===== src/rtl/fft_result_reader.sv =====
// Streams a two-bank (even/odd) FFT result memory out in natural point order over valid/ready,
// using a 4-point FIFO with credit-controlled prefetch to hide the one-cycle bank read latency.
module fft_result_reader #(
    parameter int DATA_W = 16,
    parameter int ADDR_W = 9
) (
    input  logic              i_clk,
    input  logic              i_rst_n,
    input  logic              i_en,
    input  logic              i_start,
    output logic              o_busy,
    output logic              o_done,
    output logic              o_rd_en,
    output logic [ADDR_W-1:0] o_rd_addr,
    input  logic [DATA_W-1:0] i_even_real,
    input  logic [DATA_W-1:0] i_even_imag,
    input  logic [DATA_W-1:0] i_odd_real,
    input  logic [DATA_W-1:0] i_odd_imag,
    output logic [DATA_W-1:0] o_real,
    output logic [DATA_W-1:0] o_imag,
    output logic [ADDR_W:0]   o_index,
    output logic              o_valid,
    input  logic              i_ready,
    output logic              o_last
);

    localparam logic [ADDR_W-1:0] LAST_ADDR = {ADDR_W{1'b1}};
    localparam logic [ADDR_W:0]   LAST_IDX  = {(ADDR_W + 1){1'b1}};

    typedef enum logic [1:0] {
        IDLE  = 2'd0,
        READ  = 2'd1,
        DRAIN = 2'd2,
        DONE  = 2'd3
    } state_t;

    state_t            state_r;
    logic              rd_en_r;
    logic              ret_r;
    logic              busy_r;
    logic              done_r;
    logic              valid_r;
    logic [ADDR_W-1:0] rd_addr_r;
    logic [ADDR_W:0]   idx_r;
    logic [2:0]        occ_r;
    logic [1:0]        wr_ptr_r;
    logic [1:0]        rd_ptr_r;
    logic [DATA_W-1:0] fifo_re_r [4];
    logic [DATA_W-1:0] fifo_im_r [4];

    logic              pop_s;
    logic              push_s;
    logic              can_issue_s;
    logic              drained_s;
    logic [2:0]        occ_next_s;
    logic [3:0]        load_s;
    logic [1:0]        wr_ptr_p1_s;
    logic [ADDR_W-1:0] next_addr_s;

    // Credit check: points left after this cycle's pop plus in-flight pairs; an idle sink adds one
    // so that only a single pair is prefetched while nothing is being drained.
    always_comb begin
        pop_s       = i_en & valid_r & i_ready;
        push_s      = ret_r;
        occ_next_s  = occ_r - {2'b00, pop_s} + (push_s ? 3'd2 : 3'd0);
        load_s      = {1'b0, occ_r} - {3'b000, pop_s} + {2'b00, rd_en_r, 1'b0}
                    + {2'b00, ret_r, 1'b0} + {3'b000, ~i_ready};
        can_issue_s = (load_s <= 4'd2);
        drained_s   = (occ_next_s == 3'd0) & ~rd_en_r & ~ret_r;
        wr_ptr_p1_s = wr_ptr_r + 2'd1;
        next_addr_s = rd_addr_r + {{(ADDR_W - 1){1'b0}}, 1'b1};
    end

    // Point FIFO: bank returns are always captured (memory is not enable-gated), pops need i_en.
    always_ff @(posedge i_clk or negedge i_rst_n) begin
        if (!i_rst_n) begin
            for (int i = 0; i < 4; i++) begin
                fifo_re_r[i] <= {DATA_W{1'b0}};
                fifo_im_r[i] <= {DATA_W{1'b0}};
            end
            wr_ptr_r <= 2'd0;
            rd_ptr_r <= 2'd0;
            occ_r    <= 3'd0;
            valid_r  <= 1'b0;
            idx_r    <= {(ADDR_W + 1){1'b0}};
            ret_r    <= 1'b0;
        end else begin
            ret_r <= rd_en_r;
            occ_r <= occ_next_s;
            if (push_s) begin
                fifo_re_r[wr_ptr_r]    <= i_even_real;
                fifo_im_r[wr_ptr_r]    <= i_even_imag;
                fifo_re_r[wr_ptr_p1_s] <= i_odd_real;
                fifo_im_r[wr_ptr_p1_s] <= i_odd_imag;
                wr_ptr_r               <= wr_ptr_r + 2'd2;
            end
            if (pop_s) begin
                rd_ptr_r <= rd_ptr_r + 2'd1;
                idx_r    <= idx_r + {{ADDR_W{1'b0}}, 1'b1};
            end
            if (i_en) begin
                valid_r <= (occ_next_s != 3'd0);
            end
        end
    end

    // Pass control: the first read goes out with the start so the first beat is two cycles later.
    always_ff @(posedge i_clk or negedge i_rst_n) begin
        if (!i_rst_n) begin
            state_r   <= IDLE;
            rd_en_r   <= 1'b0;
            rd_addr_r <= {ADDR_W{1'b0}};
            busy_r    <= 1'b0;
            done_r    <= 1'b0;
        end else if (i_en) begin
            case (state_r)
                IDLE: begin
                    if (i_start) begin
                        state_r   <= READ;
                        rd_en_r   <= 1'b1;
                        rd_addr_r <= {ADDR_W{1'b0}};
                        busy_r    <= 1'b1;
                    end else begin
                        rd_en_r <= 1'b0;
                    end
                end
                READ: begin
                    if (can_issue_s) begin
                        rd_en_r   <= 1'b1;
                        rd_addr_r <= next_addr_s;
                        if (next_addr_s == LAST_ADDR) begin
                            state_r <= DRAIN;
                        end else begin
                            state_r <= READ;
                        end
                    end else begin
                        rd_en_r <= 1'b0;
                    end
                end
                DRAIN: begin
                    rd_en_r <= 1'b0;
                    if (drained_s) begin
                        state_r <= DONE;
                        busy_r  <= 1'b0;
                        done_r  <= 1'b1;
                    end else begin
                        state_r <= DRAIN;
                    end
                end
                DONE: begin
                    rd_en_r <= 1'b0;
                    done_r  <= 1'b0;
                    state_r <= IDLE;
                end
                default: begin
                    rd_en_r <= 1'b0;
                    done_r  <= 1'b0;
                    busy_r  <= 1'b0;
                    state_r <= IDLE;
                end
            endcase
        end else begin
            rd_en_r <= 1'b0;
        end
    end

    assign o_busy    = busy_r;
    assign o_done    = done_r;
    assign o_rd_en   = rd_en_r;
    assign o_rd_addr = rd_addr_r;
    assign o_valid   = valid_r;
    assign o_real    = fifo_re_r[rd_ptr_r];
    assign o_imag    = fifo_im_r[rd_ptr_r];
    assign o_index   = idx_r;
    assign o_last    = valid_r & (idx_r == LAST_IDX);

endmodule


===== config.mk =====
export PLATFORM = sky130hd
export DESIGN_NAME = fft_result_reader
export DESIGN_NICKNAME = d
export VERILOG_FILES = /design/src/rtl/fft_result_reader.sv
export SDC_FILE = /design/constraint.sdc
export NUM_CORES = 1
export LEC_CHECK = 0
export CORE_ASPECT_RATIO = 1.2
export CORE_UTILIZATION = 40
export CTS_BUF_LIST = sky130_fd_sc_hd__clkbuf_8
export CTS_CLUSTER_SIZE = 10
export DETAILED_ROUTE_END_ITERATION = 8
export PLACE_DENSITY = 0.71
export SLEW_MARGIN = 20
export SYNTH_ARGS = -nofsm -noshare
export SYNTH_HDL_FRONTEND = slang
export SYNTH_SLANG_ARGS = --single-unit

===== constraint.sdc =====
create_clock -name i_clk -period 7.5 [get_ports i_clk]
set_input_delay 0.75 -clock i_clk [delete_from_list [all_inputs] [get_ports i_clk]]
set_output_delay 0.75 -clock i_clk [all_outputs]
set_load 0.02 [all_outputs]

# Yosys cells after proc, flatten, opt, wreduce, memory -nomap -nowiden
# Index checks and enable logic that the tools add are counted.
# totals
ff_bits	161
mem_bits_rw	0
output_inout_bits	56
elab_cells	100
n_memories	0
latch_bits	0
rom_bits	0
# op_classes
mux	32
bitwise	11
add_sub_neg	11
n_eq_ne	8
shifts	0
n_reduce_logical	13
div_mod_pow	0
n_mul	0
magnitude_cmp	6
# op_table
cell	n
$bwmux W64	4
$mux W16	6
$bmux W16 S2	2
$demux W16 S2	2
$mux W9	2
$pmux W9 S2	1
$add A10 B1 Y10 const B	1
$eq A10 B10 Y1 const B	1
$add A9 B1 Y9 const B	1
$eq A9 B9 Y1 const B	1
$ge A3 B3 Y1 const B	3
$not A2 Y3	3
$add A4 B2 Y4	2
$mux W2	4
$pmux W2 S4	1
$reduce_and A4 Y1	2
$mux W1	7
$lt A3 B1 Y1 const B	2
$ne A2 B2 Y1 const B	3
$reduce_and A3 Y1	2
$reduce_bool A2 Y1	3
$and A1 B1 Y1	5
$add A2 B1 Y2 const B	2
$add A4 B1 Y4	1
15 further kinds	20

# Logic depth before layout (Yosys ltp)
# Gate-level depths: netlist of run 1.
# depth
ltp_word	10
mapped_depth	14
depth_no_buf	11

# Worst setup path after synthesis of run 1
# No wires, ideal clock.
# synth_path
kind	input to register
startpoint	input port i_en
endpoint	register rd_addr_r[4] (netlist: o_rd_addr[4])
arrival_ps	3498
stages	14
n_path_buf	3
path_slack_ps	3920
path_cell_list	buf_6 and3_1 clkbuf_1 ha_1 xor2_1 ha_1 ha_1 inv_1 fa_1 a21boi_0 and4_1 buf_2 a41oi_1 a31oi_1
# synth_via
elab_chain_len	9
# synth_lines
element	line_no	source
from (decl)	9	input logic i_en,
$and A1 B1 Y1 (2 in series)	63	pop_s = i_en & valid_r & i_ready;
via pop_s	51	logic pop_s;
$sub A3 B1 Y4	66	load_s = {1'b0, occ_r} - {3'b000, pop_s} + {2'b00, rd_en_r, 1'b0}
$add A4 B2 Y4	66	
$add A4 B2 Y4	67	+ {2'b00, ret_r, 1'b0} + {3'b000, ~i_ready};
$add A4 B1 Y4	67	
$le A4 B2 Y1	68	can_issue_s = (load_s <= 4'd2);
$ne A2 B2 Y1 (no line)	n/a	
$reduce_and A4 Y1 (no line)	n/a	
to (signal assigned)	112	rd_addr_r <= {ADDR_W{1'b0}};
to (signal assigned)	121	rd_addr_r <= {ADDR_W{1'b0}};
to (signal assigned)	130	rd_addr_r <= next_addr_s;
to (decl)	43	logic [ADDR_W-1:0] rd_addr_r;
# The timed path passes the listed nets, and every way through them passes these cells.
# A chain may end at the register's enable or synchronous reset.

# Worst setup path in the final report of run 1
# layout_path
startpoint	input port i_en
endpoint	register rd_addr_r[8] (netlist: o_rd_addr[8])
# layout_via
elab_chain_len	9
# layout_lines
element	line_no
$and A1 B1 Y1 (2 in series)	63
$sub A3 B1 Y4	66
$add A4 B2 Y4	66
$add A4 B2 Y4	67
$add A4 B1 Y4	67
$le A4 B2 Y1	68
$ne A2 B2 Y1 (no line)	n/a
$reduce_and A4 Y1 (no line) *	n/a
# Every way passes the cells marked *; elsewhere a longest branch is shown, timed or not.

==> results.json, run 1 <==
{
  "grt_overflow": 0,
  "grt_max_degree": 82,
  "wl_per_cell_um": 16.90,
  "slew_violations": 0,
  "post_cts_buffers": 0,
  "root_buffer": "clkbuf_8",
  "ant_nets": 0,
  "slew-limit-headroom_pct": 34.83,
  "rsz0062_at_grt": "false",
  "dpl.hpwl_um": 10610,
  "min_period_ns": 3.987,
  "drv_cap": 0,
  "arrival_ns": 4.36,
  "ios": 125,
  "clk_pin_slew_ns": 0.09,
  "grt.met3_usage_pct": 4.612,
  "power_switching_uw": 1513,
  "hold_viol": 0,
  "leakage_uw": 0.004033,
  "async_flop_share_pct": 100.0,
  "ir_drop_v": 0.0002209,
  "h-tree-depth": 4,
  "grt_pass1_wl_um": 27230,
  "grt_use_total_pct": 18.75,
  "ys.flop_type": "dfrtp_1",
  "violations": "design-rule violations",
  "max_freq_mhz": 250.8,
  "numCtsBuffers": 17,
  "first_global_vias": 5534,
  "critPathRequiredTime_ns": 7.87,
  "area.growth.synth_to_final_pct": 24.26,
  "clock_latency_ns": 0.45,
  "p_int_uw": 2553,
  "powerDensity_nw_per_um2": 448.6,
  "first_iter_violations": 214,
  "worstSetupEndpointType": "flop",
  "vias": 5011,
  "nets": 815,
  "synth-seq-cells": 160,
  "r2r_end": "o_rd_addr[8]",
  "worstSetupPathType": "primary input to flop",
  "syn-cell-area_um2": 7292,
  "ys_types": 43,
  "dieArea_um2": 18780,
  "crit_path_max_fanout": 11,
  "synth-seq-area-share_pct": 54.91,
  "ctsHoldBuffers": 0,
  "synth_top_area_share_pct": 54.91,
  "wl_um": 16340,
  "syn_area_per_cell_um2": 11.78,
  "io_buffer_count": 124,
  "yosysTopAreaCell": "dfrtp_1",
  "yosysWarningCount": 0,
  "outcome": "finished, violations left",
  "fin_crit_sh_pct": 53.16,
  "synth_area_leaders": "dfrtp_1 (55%), nand2_1 (11%), mux2_2 (10%), mux4_2 (9.9%), ha_1 (1.9%)",
  "drc_errors": 9,
  "use_met2_pct": 32.18,
  "pwr-share-comb_pct": 46.4,
  "die_h_um": 149.9,
  "multiInputGateArea_um2": 3067,
  "cts.repair.resized": 0,
  "sequentialPowerShare_pct": 38.4,
  "synth_nets": 700,
  "clockBufferDepth": 2,
  "r2r_cells": 11,
  "gr-usage-met1_pct": 22.50,
  "tightest_slew_ns": 0.9775,
  "final-setup-viol-count": 0,
  "cts_sinks": 160,
  "n_antenna_cell": 0,
  "first_pass_iters": 9,
  "syn-instance-count": 619,
  "start_util_pct": 41.18,
  "synth_edf_count": 0,
  "fillCellCount": 1557,
  "fin_ws_ns": 3.513,
  "core_um2": 17710,
  "place.gp.congestion": 0.7711,
  "antenna_found_initial": 0,
  "clock_skew_ns": 0.008887,
  "hold_path_class": "primary input to asynchronous set/reset pin",
  "grt-busiest-layer": "met2",
  "worstReg2RegStart": "o_valid",
  "start_kind": "primary input",
  "register_area_um2": 4006,
  "die_w_um": 125.3,
  "setup_tns_ns": 0,
  "switching_share_pct": 37.21,
  "cts_tree": "done",
  "drive_gt1_share_pct": 19.54,
  "row_count": 53,
  "clkPwrFrac_pct": 15.2,
  "ff2ff_setup_slack_ns": 4.10,
  "vias_per_cell": 5.182,
  "pre_cts_ws_ns": 3.104
}
==> flip-flops by register name (all words and copies together) (netlist names), named ones only <==
register	count
wr_ptr_r	1
push_s	1
fifo_im_r	64
o_busy	1
state_r	1
o_rd_en	1
occ_r	3
o_done	1
o_valid	1
rd_ptr_r	2
fifo_re_r	64
o_index	10
o_rd_addr	9
==> layout make-up <==
| type | count | area share (%) |
|---|---|---|
| Inverter | 14 | 0.5800 |
| Timing Repair Buffer | 129 | 14.17 |
| Clock inverter | 14 | 1.422 |
| Sequential cell | 160 | 44.21 |
| Tap cell | 220 | 3.038 |
| Clock buffer | 18 | 2.734 |
| Multi-Input combinational cell | 412 | 33.84 |
==> worst max-delay path by stage <==
stage	start	endpoint	slack [ns]	cells past startpoint
after floorplan	i_en	o_rd_addr[4]	3.92	14
after global placement	i_en	o_rd_addr[8]	3.23	12
after detailed placement	i_en	o_rd_addr[0]	3.10	12
after CTS	i_en	o_rd_addr[8]	3.55	12
after global routing	i_en	o_rd_addr[6]	3.24	12
final	i_en	o_rd_addr[8]	3.51	12
==> per-stage QoR <==
step	hold slack [ns]	std cells	total power [µW]	instance area [µm²]	util, %
after floorplan	0.4409	619	2736	7292	-
after global placement	0.4524	935	3380	8681	49.03
after detailed placement	0.4454	935	3483	8681	49.03
after CTS	0.3357	967	4116	9057	51.16
after global routing	0.3633	967	4334	9061	51.18
final	0.3232	967	4065	9061	51.18
==> layer usage <==
layer	share of wire, %	vias up
li1	-	2323
met1	43	2551
met2	51	114
met3	4.6	23
met4	1.7	0
met5	0	-
==> worst max-delay path, stage by stage <==
cell and delay (ns):
clkdlybuf4s50_1 0.63, and3_1 0.45, ha_1 0.29, xor2_1 0.10, ha_1 0.28, ha_1 0.14, inv_1 0.05, fa_1 0.47
a21boi_0 0.37, and4_1 0.48, o21ai_0 0.15, a31oi_1 0.19
==> kinds of logic after synthesis <==
group	Yosys count	synth area share, %
and+or+nand+nor	252	14.19
AOI/OAI and AO/OA	29	2.745
xor gates and xnor gates	21	2.728
muxes	98	20.06
DFF	160	54.91
adders and majority gates	12	2.162
buffers and inverters	47	3.209
==> cell usage after synthesis (all sizes together), types with 2 or more instances <==
library cell and instances:
a22o 2, a31oi 8, and3 6, mux2 65, a21oi 5, or3 4, clkbuf 25, nand2 207
nor2b 2, a21boi 2, xnor2 12, nor3 2, dfrtp 160, o21ai 4, ha 11, o22ai 2
nor2 10, inv 14, nand4 2, mux4 32, nand2b 8, nand3 7, buf 6, xor2 8
==> cell usage in the layout, fill, tap and decap left out, drive strengths merged, types with 2 or more instances in the layout <==
cell	netlist	final
nand2	207	207
dfrtp	160	160
clkdlybuf4s50	0	123
mux2	65	65
mux4	32	32
inv	14	21
clkbuf	25	18
xnor2	12	12
ha	11	11
nor2	10	10
xor2	8	8
a31oi	8	8
nand2b	8	8
nand3	7	7
and3	6	6
buf	6	6
clkinv	0	5
a21oi	5	5
o21ai	4	4
or3	4	4
nor3	2	2
a21boi	2	2
nand4	2	2
a22o	2	2
nor2b	2	2
o22ai	2	2
==> power groups by stage <==
stage               sequential, µW  clock (µW)  combinational [µW]
floorplan                     1460           0                1270
global placement              1540           0                1840
detailed placement            1580           0                1900
CTS                           1570         638                1910
global route                  1620         676                2040
finish                        1560         616                1890
(Power assumes the default switching activity.)
==> run 2, diff against run 1 <==
==> constraint.sdc (replaced) <==
create_clock -name i_clk -period 3.7 [get_ports i_clk]
set_input_delay 0.37 -clock i_clk [delete_from_list [all_inputs] [get_ports i_clk]]
set_output_delay 0.37 -clock i_clk [all_outputs]
set_load 0.02 [all_outputs]
==> run 2 against run 1 <==
Effect of this change:
- the run still ends with design-rule violations left
- flip-flop and latch count unchanged
- routed wire length is essentially flat
- clock power rose by 100%
==> results.json, run 2 (synthesized netlist as in run 1, its figures left out) <==
{
  "cts_tree": "done",
  "drive_gt1_share_pct": 19.84,
  "hold_viol": 0,
  "ctsHoldBuffers": 0,
  "final-setup-viol-count": 0,
  "row_count": 53,
  "min_period_ns": 3.170,
  "grt_overflow": 0,
  "fin_crit_sh_pct": 85.67,
  "clockBufferDepth": 2,
  "dieArea_um2": 18780,
  "leakage_uw": 0.004064,
  "crit_end": "o_rd_addr[4]",
  "n_antenna_cell": 0,
  "area.growth.synth_to_final_pct": 25.07,
  "nets": 819,
  "fillCellCount": 1505,
  "h-tree-depth": 4,
  "place.gp.congestion": 0.7699,
  "final_cell_area_um2": 9120,
  "tightest_slew_ns": 1.105,
  "powerDensity_nw_per_um2": 906.5,
  "placed_area_um2": 8736,
  "grt_max_degree": 102,
  "start_kind": "flop",
  "vias_per_cell": 5.210,
  "rsz0062_at_grt": "false",
  "r2r_cells": 11,
  "drv_cap": 0,
  "clk_pin_slew_ns": 0.09,
  "worstSetupEndpointType": "flop",
  "antenna_found_initial": 0,
  "outcome": "finished, violations left",
  "first_pass_iters": 7,
  "ant_nets": 0,
  "start_util_pct": 41.18,
  "die_w_um": 125.3,
  "fin_ws_ns": 0.5303,
  "die_h_um": 149.9,
  "numCtsBuffers": 17,
  "slew_violations": 0,
  "crit_slowest_cell": "fa_1",
  "arrival_ns": 3.53,
  "worstReg2RegStart": "o_valid",
  "r2r_end": "o_rd_addr[4]",
  "grt_use_total_pct": 18.47,
  "root_buffer": "clkbuf_8",
  "max_freq_mhz": 315.5,
  "pre_cts_ws_ns": 0.1239,
  "dpl.hpwl_um": 11060,
  "drc_errors": 9,
  "startpoint": "o_valid",
  "crit_path_max_fanout": 11,
  "ff2ff_setup_slack_ns": 0.53,
  "slew-limit-headroom_pct": 26.19,
  "clock_latency_ns": 0.44,
  "cts.repair.resized": 0,
  "cts_sinks": 160,
  "final_cell_mix": "nand2_1 (206), dfrtp_1 (158), clkdlybuf4s50_1 (123)",
  "setup_tns_ns": 0,
  "core_um2": 17710,
  "io_buffer_count": 124,
  "ios": 125,
  "hold_path_class": "primary input to asynchronous set/reset pin",
  "critPathRequiredTime_ns": 4.06,
  "worstSetupPathType": "flop to flop",
  "cpPeakStageDelay_ns": 0.48,
  "ir_drop_v": 0.0004704,
  "first_iter_violations": 253,
  "wl_per_cell_um": 16.83,
  "cp_cell_sequence": "and3_1 > ha_1 > xor2_1 > ha_1 > ha_1 > inv_1 > fa_1 > a21boi_0 > and4_1 > a41oi_1 > a31oi_1",
  "clock_skew_ns": 0.01054,
  "final_util_pct": 51.51,
  "total_power_uw": 8267,
  "first_global_vias": 5484,
  "layout_commonest_cell": "nand2_1",
  "grt_pass1_wl_um": 26960,
  "wl_um": 16340,
  "violations": "design-rule violations",
  "path_common_cell": "ha_1",
  "post_cts_buffers": 0,
  "vias": 5059
}
[run 2: per-stage QoR]
stage | hold WS, ns | std cells
after global routing | 0.08043 | 971
after detailed placement | 0.4094 | 939
after global placement | 0.4101 | 939
final | 0.03020 | 971
after CTS | 0.04602 | 971
after floorplan | 0.07441 | 619
[run 2: worst min path at each step]
stage | startpoint | end | slack [ns] | cells past startpoint
finish | i_rst_n | fifo_im_r[22] | 0.03 | 1
global route | i_rst_n | fifo_im_r[38] | 0.08 | 1
CTS | i_rst_n | o_index[8] | 0.05 | 1
detailed placement | o_rd_en | push_s | 0.41 | 0
global placement | o_rd_en | push_s | 0.41 | 0
floorplan | i_rst_n | asynchronous set/reset pin | 0.07 | 0
[run 2: worst max-delay path: cells and delay by family (launching register included)]
family | cells | cell delay [ns]
AND/OR/NAND/NOR | 2 | 0.65
AO/OA/AOI/OAI | 3 | 0.69
XOR/XNOR | 1 | 0.18
flip-flops | 1 | 0.41
adder cells (fa/ha/maj) | 4 | 1.12
buffers and inverters | 1 | 0.05
[run 2: power by group]
| group | internal [µW] | total [µW] | switching, µW |
|---|---|---|---|
| combinational | 2080 | 3860 | 1780 |
| clock | 589 | 1230 | 644 |
| sequential | 2560 | 3180 | 616 |
[run 2: area by class of cell]
cell class	count	area (µm²)	area share, %
Sequential cell	160	4006	43.93
Clock inverter	12	108.9	1.194
Timing Repair Buffer	133	1335	14.64
Clock buffer	20	275.3	3.018
Multi-Input combinational cell	412	3067	33.63
Tap cell	220	275.3	3.018
Inverter	14	52.55	0.5762
[run 2: per-layer routing]
| layer | vias to the layer above | GRT usage (%) | share of wire [%] |
|---|---|---|---|
| met3 | 11 | 5.148 | 4.8 |
| met2 | 137 | 32.74 | 52 |
| met5 | - | 0 | 0 |
| li1 | 2335 | - | - |
| met1 | 2576 | 22.09 | 43 |
| met4 | 0 | 4.878 | 0.78 |
==> edit 1 (settings of run 2) <==
Encoding of `state_t`: now Gray code (2 bits for 4 states).
--- a/src/rtl/fft_result_reader.sv
+++ b/src/rtl/fft_result_reader.sv
@@ -30,6 +30,6 @@
     typedef enum logic [1:0] {
-        IDLE  = 2'd0,
-        READ  = 2'd1,
-        DRAIN = 2'd2,
-        DONE  = 2'd3
+        IDLE  = 2'b00,
+        READ  = 2'b01,
+        DRAIN = 2'b11,
+        DONE  = 2'b10
     } state_t;
Function: same outputs for any inputs over 4 cycles, from zero or initial values and one cycle with i_rst_n low; so few cycles prove little.
==> edit 1 against run 2 <==
- maximum frequency up 2.7%
- cell count down 0.62%
- clock skew up 5.7 ps
- routed wire length up 0.57%
- register-to-register slack better by 160 ps
- sequential cell count unchanged
- worst setup slack better by 85 ps
- final area up 0.38%
- hold slack better by 390 ps
- critical endpoint is now o_rd_addr[8]$_DFFE_PN0P_
- largest cell class unchanged
- area after synthesis down 0.98%
- first-iteration DRC count down 4.3%
- total power up 1.6%
- critical path depth up 1
==> edit 1: results (changes against run 2) <==
stage,metric,value,unit,change
outcome,status,"complete, no violations",,
logic_synthesis,synthesis.instances,611,,-1.3%
global_routing,grt.met2_usage,0.3215,,-0.005827
final_layout,sh_seq_area,0.4376,,-0.001681
pwr,clock_power_share,0.164,,+0.015
worst_setup_path,cell_type_of_the_slowest_stage_on_the_worst_timing_path,clkdlybuf4s50_1,,
die,die_w,124.7,microns,-0.48%
routing,post_drt_via_cell_ratio,5.191,,-0.37%
timing,holdWs,420.4,ps,+390.2 ps
final_layout,clock_buffers,18,,-10%
logic_synthesis,yosysUniqueCellTypes,48,,+12%
timing,timing.fmax,0.3242,GHz,+2.7%
place,placement.cell_area,0.008693,sq mm,-0.49%
pwr,power.share.switching,0.3645,,-0.003270
logic_synthesis,yosysSeqAreaShare,0.5545,,+0.005423
routing,finalWirelength,16430,microns,+0.57%
routing,routedLengthMet1,6993,microns,+0.68%
pwr,cellPowerDensity,917.6,mW/mm^2,+1.2%
final_layout,multi_input_gates,406,,-1.5%
final_layout,bufAreaShareNonClock,0.1475,,+0.001079
routing,highest-signal-layer,met5,,
pwr,p_switching,3.062,mW,+0.71%
global_routing,use_met3,0.04053,,-0.01095
final_layout,post_layout_nonfiller_instances,965,,-0.62%
pwr,power_sequential,3.17,mW,about the same
logic_synthesis,yosys-top-cells-area,"dfrtp_1, nand2_1, mux2_2, mux4_2, ha_1",,
final_layout,proportion_of_cell_area_occupied_by_multi_input_gates,0.3324,,-0.003883
place,hpwl,10880,microns,-1.6%
worst_setup_path,ff2ff_setup_slack,690,ps,+160 ps
global_routing,initial_antenna_violation_count,1,,+1
global_routing,grt_start_max_net_pins,110,,+7.8%
routing,drt_pass1_iterations,6,,-1
final_layout,layout-drive-gt1-share,0.2013,,+0.002940
global_routing,grt_use_met1,0.2263,,+0.005358
place,dpl.cell_count,931,,-0.85%
place,finalWeightedCongestion,0.8183,,+6.3%
final_layout,final.fill_count,1516,,+0.73%
worst_setup_path,arrival,3440,ps,-90 ps
pwr,worst_ir_drop_vdd,490.9,uV,+4.4%
logic_synthesis,synthTopCellsByCount,"nand2_1, dfrtp_1, mux2_2",,
routing,route.met3.wl,619,microns,-22%
cts,worstSkewPairLatency,460,ps,+20 ps
logic_synthesis,synthesis.nets,692,,-1.1%
pwr,leakagePower,4.097,nW,+0.80%
final_layout,clock_tree_area_fraction,0.04633,,+0.004212
worst_setup_path,endpoint,o_rd_addr[8]$_DFFE_PN0P_,,
routing,drt_iter0_markers,242,,-4.3%
worst_setup_path,cp_slowest_stage_delay,500,ps,+20 ps
global_routing,grt_first_pass_wirelength,27070,microns,+0.41%
global_routing,grt.total_usage,0.1854,,+0.0006678
worst_setup_path,critical_path_fanouts_max,6,,-5
[edit 1: cell types whose count changed in the layout (fill, tap and decap cells not counted), moves of 3 or more]
| cell | before | now |
|---|---|---|
| and3_1 | 6 | 3 |
| xor2_1 | 8 | 12 |
| xnor2_1 | 12 | 8 |
| o21ai_0 | 4 | 7 |
| nand3_1 | 6 | 2 |
| buf_4 | 7 | 4 |
| nand4_1 | 2 | 5 |
| nand2b_1 | 7 | 0 |
| a31oi_1 | 8 | 1 |
[edit 1: repair_timing]
item	CTS	global route
endpoints found under the hold margin	0	47
buffers inserted	0	0
hold buffers	0	1
[edit 1: cells by family after synthesis]
kind of cell	after synthesis	synth area share
AOI/OAI and AO/OA	29	0.02998
xor gates and xnor gates	20	0.02426
adders and majority gates	12	0.02183
buffers and inverters	45	0.02617
DFF	160	0.5545
muxes	98	0.2026
and+or+nand+nor	247	0.1407
==> edit 2 (flow settings as in run 2) <==
Without the edit above. Change the parameter `DATA_W` from 16 to 12.
--- a/src/rtl/fft_result_reader.sv
+++ b/src/rtl/fft_result_reader.sv
@@ -3,3 +3,3 @@
 module fft_result_reader #(
-    parameter int DATA_W = 16,
+    parameter int DATA_W = 12,
     parameter int ADDR_W = 9
Interface: changed (6 resized); port bits go from 125 to 101. The function was not compared with the original's and may differ.
==> edit 2 against run 2 <==
- the flow still finishes with violations (DRC)
- routed wire length shrank 23%
- worst setup slack lost 250 ps
- total power shrank 18%
- first-iteration DRC count shrank 25%
- final area shrank 17%
- count of clock-buffer cells in the layout grew 2
- area after synthesis shrank 20%
- sequential cell count shrank 32
- non-clock buffer count shrank 16
- via count shrank 19%
- critical path type unchanged
- critical endpoint is now state_r[0]$_DFFE_PN0P_
==> edit 2: results (changes against run 2) <==
stage,metric,value,unit,change
global_routing,grt_pass1_vias,4392,,-20%
pwr,leakagePower,3.398,nW,-16%
pwr,power.internal,4.399,mW,-16%
pwr,power_sequential,2.45,mW,-23%
logic_synthesis,yosys-top-cells-area,"dfrtp_1, nand2_1, mux2_2, mux4_2, ha_1",,
logic_synthesis,warnings_from_yosys,0,,unchanged
routing,antenna_violating_nets_post_route,0,,unchanged
timing,worst_clock_skew,6.241,ps,-4.299 ps
final_layout,layout.nets,683,,-17%
global_routing,grt.total_usage,0.1866,,+0.001945
final_layout,final.fill_count,1310,,-13%
routing,detailed_route_via_count,4082,,-19%
routing,drt_pass1_iterations,6,,-1
outcome,violations_in_the_final_reports,DRC,,
worst_setup_path,cell_type_of_the_slowest_stage_on_the_worst_timing_path,or4_1,,
global_routing,initial_antenna_violation_count,0,,unchanged
routing,finalWirelength,12550,microns,-23%
cts,clock_input_transition_at_the_sequential_cells_of_the_worst_setup_and_hold_paths,70,ps,-20 ps
logic_synthesis,yosysUniqueCellTypes,35,,-19%
global_routing,grt_start_max_net_pins,70,,-31%
pwr,power.clock.total,1.17,mW,-5%
cts,clock_tree.buffer_depth,2,,unchanged
worst_setup_path,arrival,3730,ps,+200 ps
logic_synthesis,synthesis.nets,572,,-18%
worst_setup_path,critical_path_fanouts_max,4,,-7
worst_setup_path,crit_family,simple AND/OR/NAND/NOR gates,,
global_routing,grt_first_pass_wirelength,21560,microns,-20%
cts,htreeDepth,4,,unchanged
pwr,total_power,6.746,mW,-18%
logic_synthesis,synthTopCellsByCount,"nand2_1, dfrtp_1, mux2_2",,
worst_setup_path,crit_path_from,o_valid$_DFFE_PN0P_,,
place,hpwl,8623,microns,-22%
logic_synthesis,yosysSeqAreaShare,0.5490,,about the same
routing,drc,9,,unchanged
logic_synthesis,synthesis.instances,507,,-18%
cts,cell_chosen_for_the_clock_root,clkbuf_8,,
timing,slew_at_the_pin_closest_to_its_max_slew_limit,1045,ps,-59.81 ps
worst_setup_path,cp_slowest_stage_delay,510,ps,+30 ps
place,finalWeightedCongestion,0.8352,,+8.5%
outcome,status,"complete, but fails checks",,
routing,wire_per_inst,15.61,microns,-7.2%
pwr,worst_ir_drop_vdd,425.6,uV,-9.5%
place,dpl.cell_count,774,,-18%
routing,drt_iter0_markers,189,,-25%
final_layout,layout-drive-gt1-share,0.1987,,+0.0003260
place,placement.cell_area,0.007138,sq mm,-18%
place,placement.io_buffers,100,,-19%
-- edit 2: cell type report --
class / instances / share of cell area
inverter: 15 / 0.007479
tap: 175 / 0.02908
timing repair buffer: 117 / 0.1549
clock buffer: 22 / 0.04022
sequential: 128 / 0.4256
clock inverter: 8 / 0.01163
multi-input combinational: 339 / 0.3311
-- edit 2: through the flow --
step	utilization	worst slack, ps	setup TNS [ps]
after floorplan	-	20.32	0
after global placement	0.4964	-99.58	-99.58
after detailed placement	0.4994	-170.5	-170.5
after CTS	0.5267	263.7	0
after global routing	0.5267	52.05	0
final	0.5267	282.2	0
-- edit 2: final timing paths --
path                                                   to  slack (ps)  cells after the start
worst max register to register     state_r[0]$_DFFE_PN0P_         280                     12
worst min register to register           push_s$_DFF_PN0_         420                      0
worst max-delay path               state_r[0]$_DFFE_PN0P_         280                     12
min in group i_clk                       push_s$_DFF_PN0_         420                      0
worst min-delay path            fifo_re_r[28]$_DFFE_PN0P_          50                      1
max in group asynchronous       fifo_im_r[12]$_DFFE_PN0P_        2840                      2
-- edit 2: logic make-up after synthesis --
| group | after synthesis | share of synthesized area |
|---|---|---|
| AO/OA/AOI/OAI | 25 | 0.02724 |
| XOR/XNOR | 23 | 0.03710 |
| adder cells (fa/ha/maj) | 12 | 0.02702 |
| buffers and inverters | 40 | 0.02595 |
| flip-flops | 128 | 0.5490 |
| multiplexers | 73 | 0.1872 |
| AND/OR/NAND/NOR | 206 | 0.1465 |
-- edit 2: layer usage --
metal | up-vias | track usage | part of all wire
met2 | 103 | 0.3095 | 0.51
met4 | 0 | 0.06444 | 0.011
met3 | 12 | 0.06236 | 0.061
met1 | 2036 | 0.2285 | 0.42
li1 | 1931 | - | -
met5 | - | 0 | 0
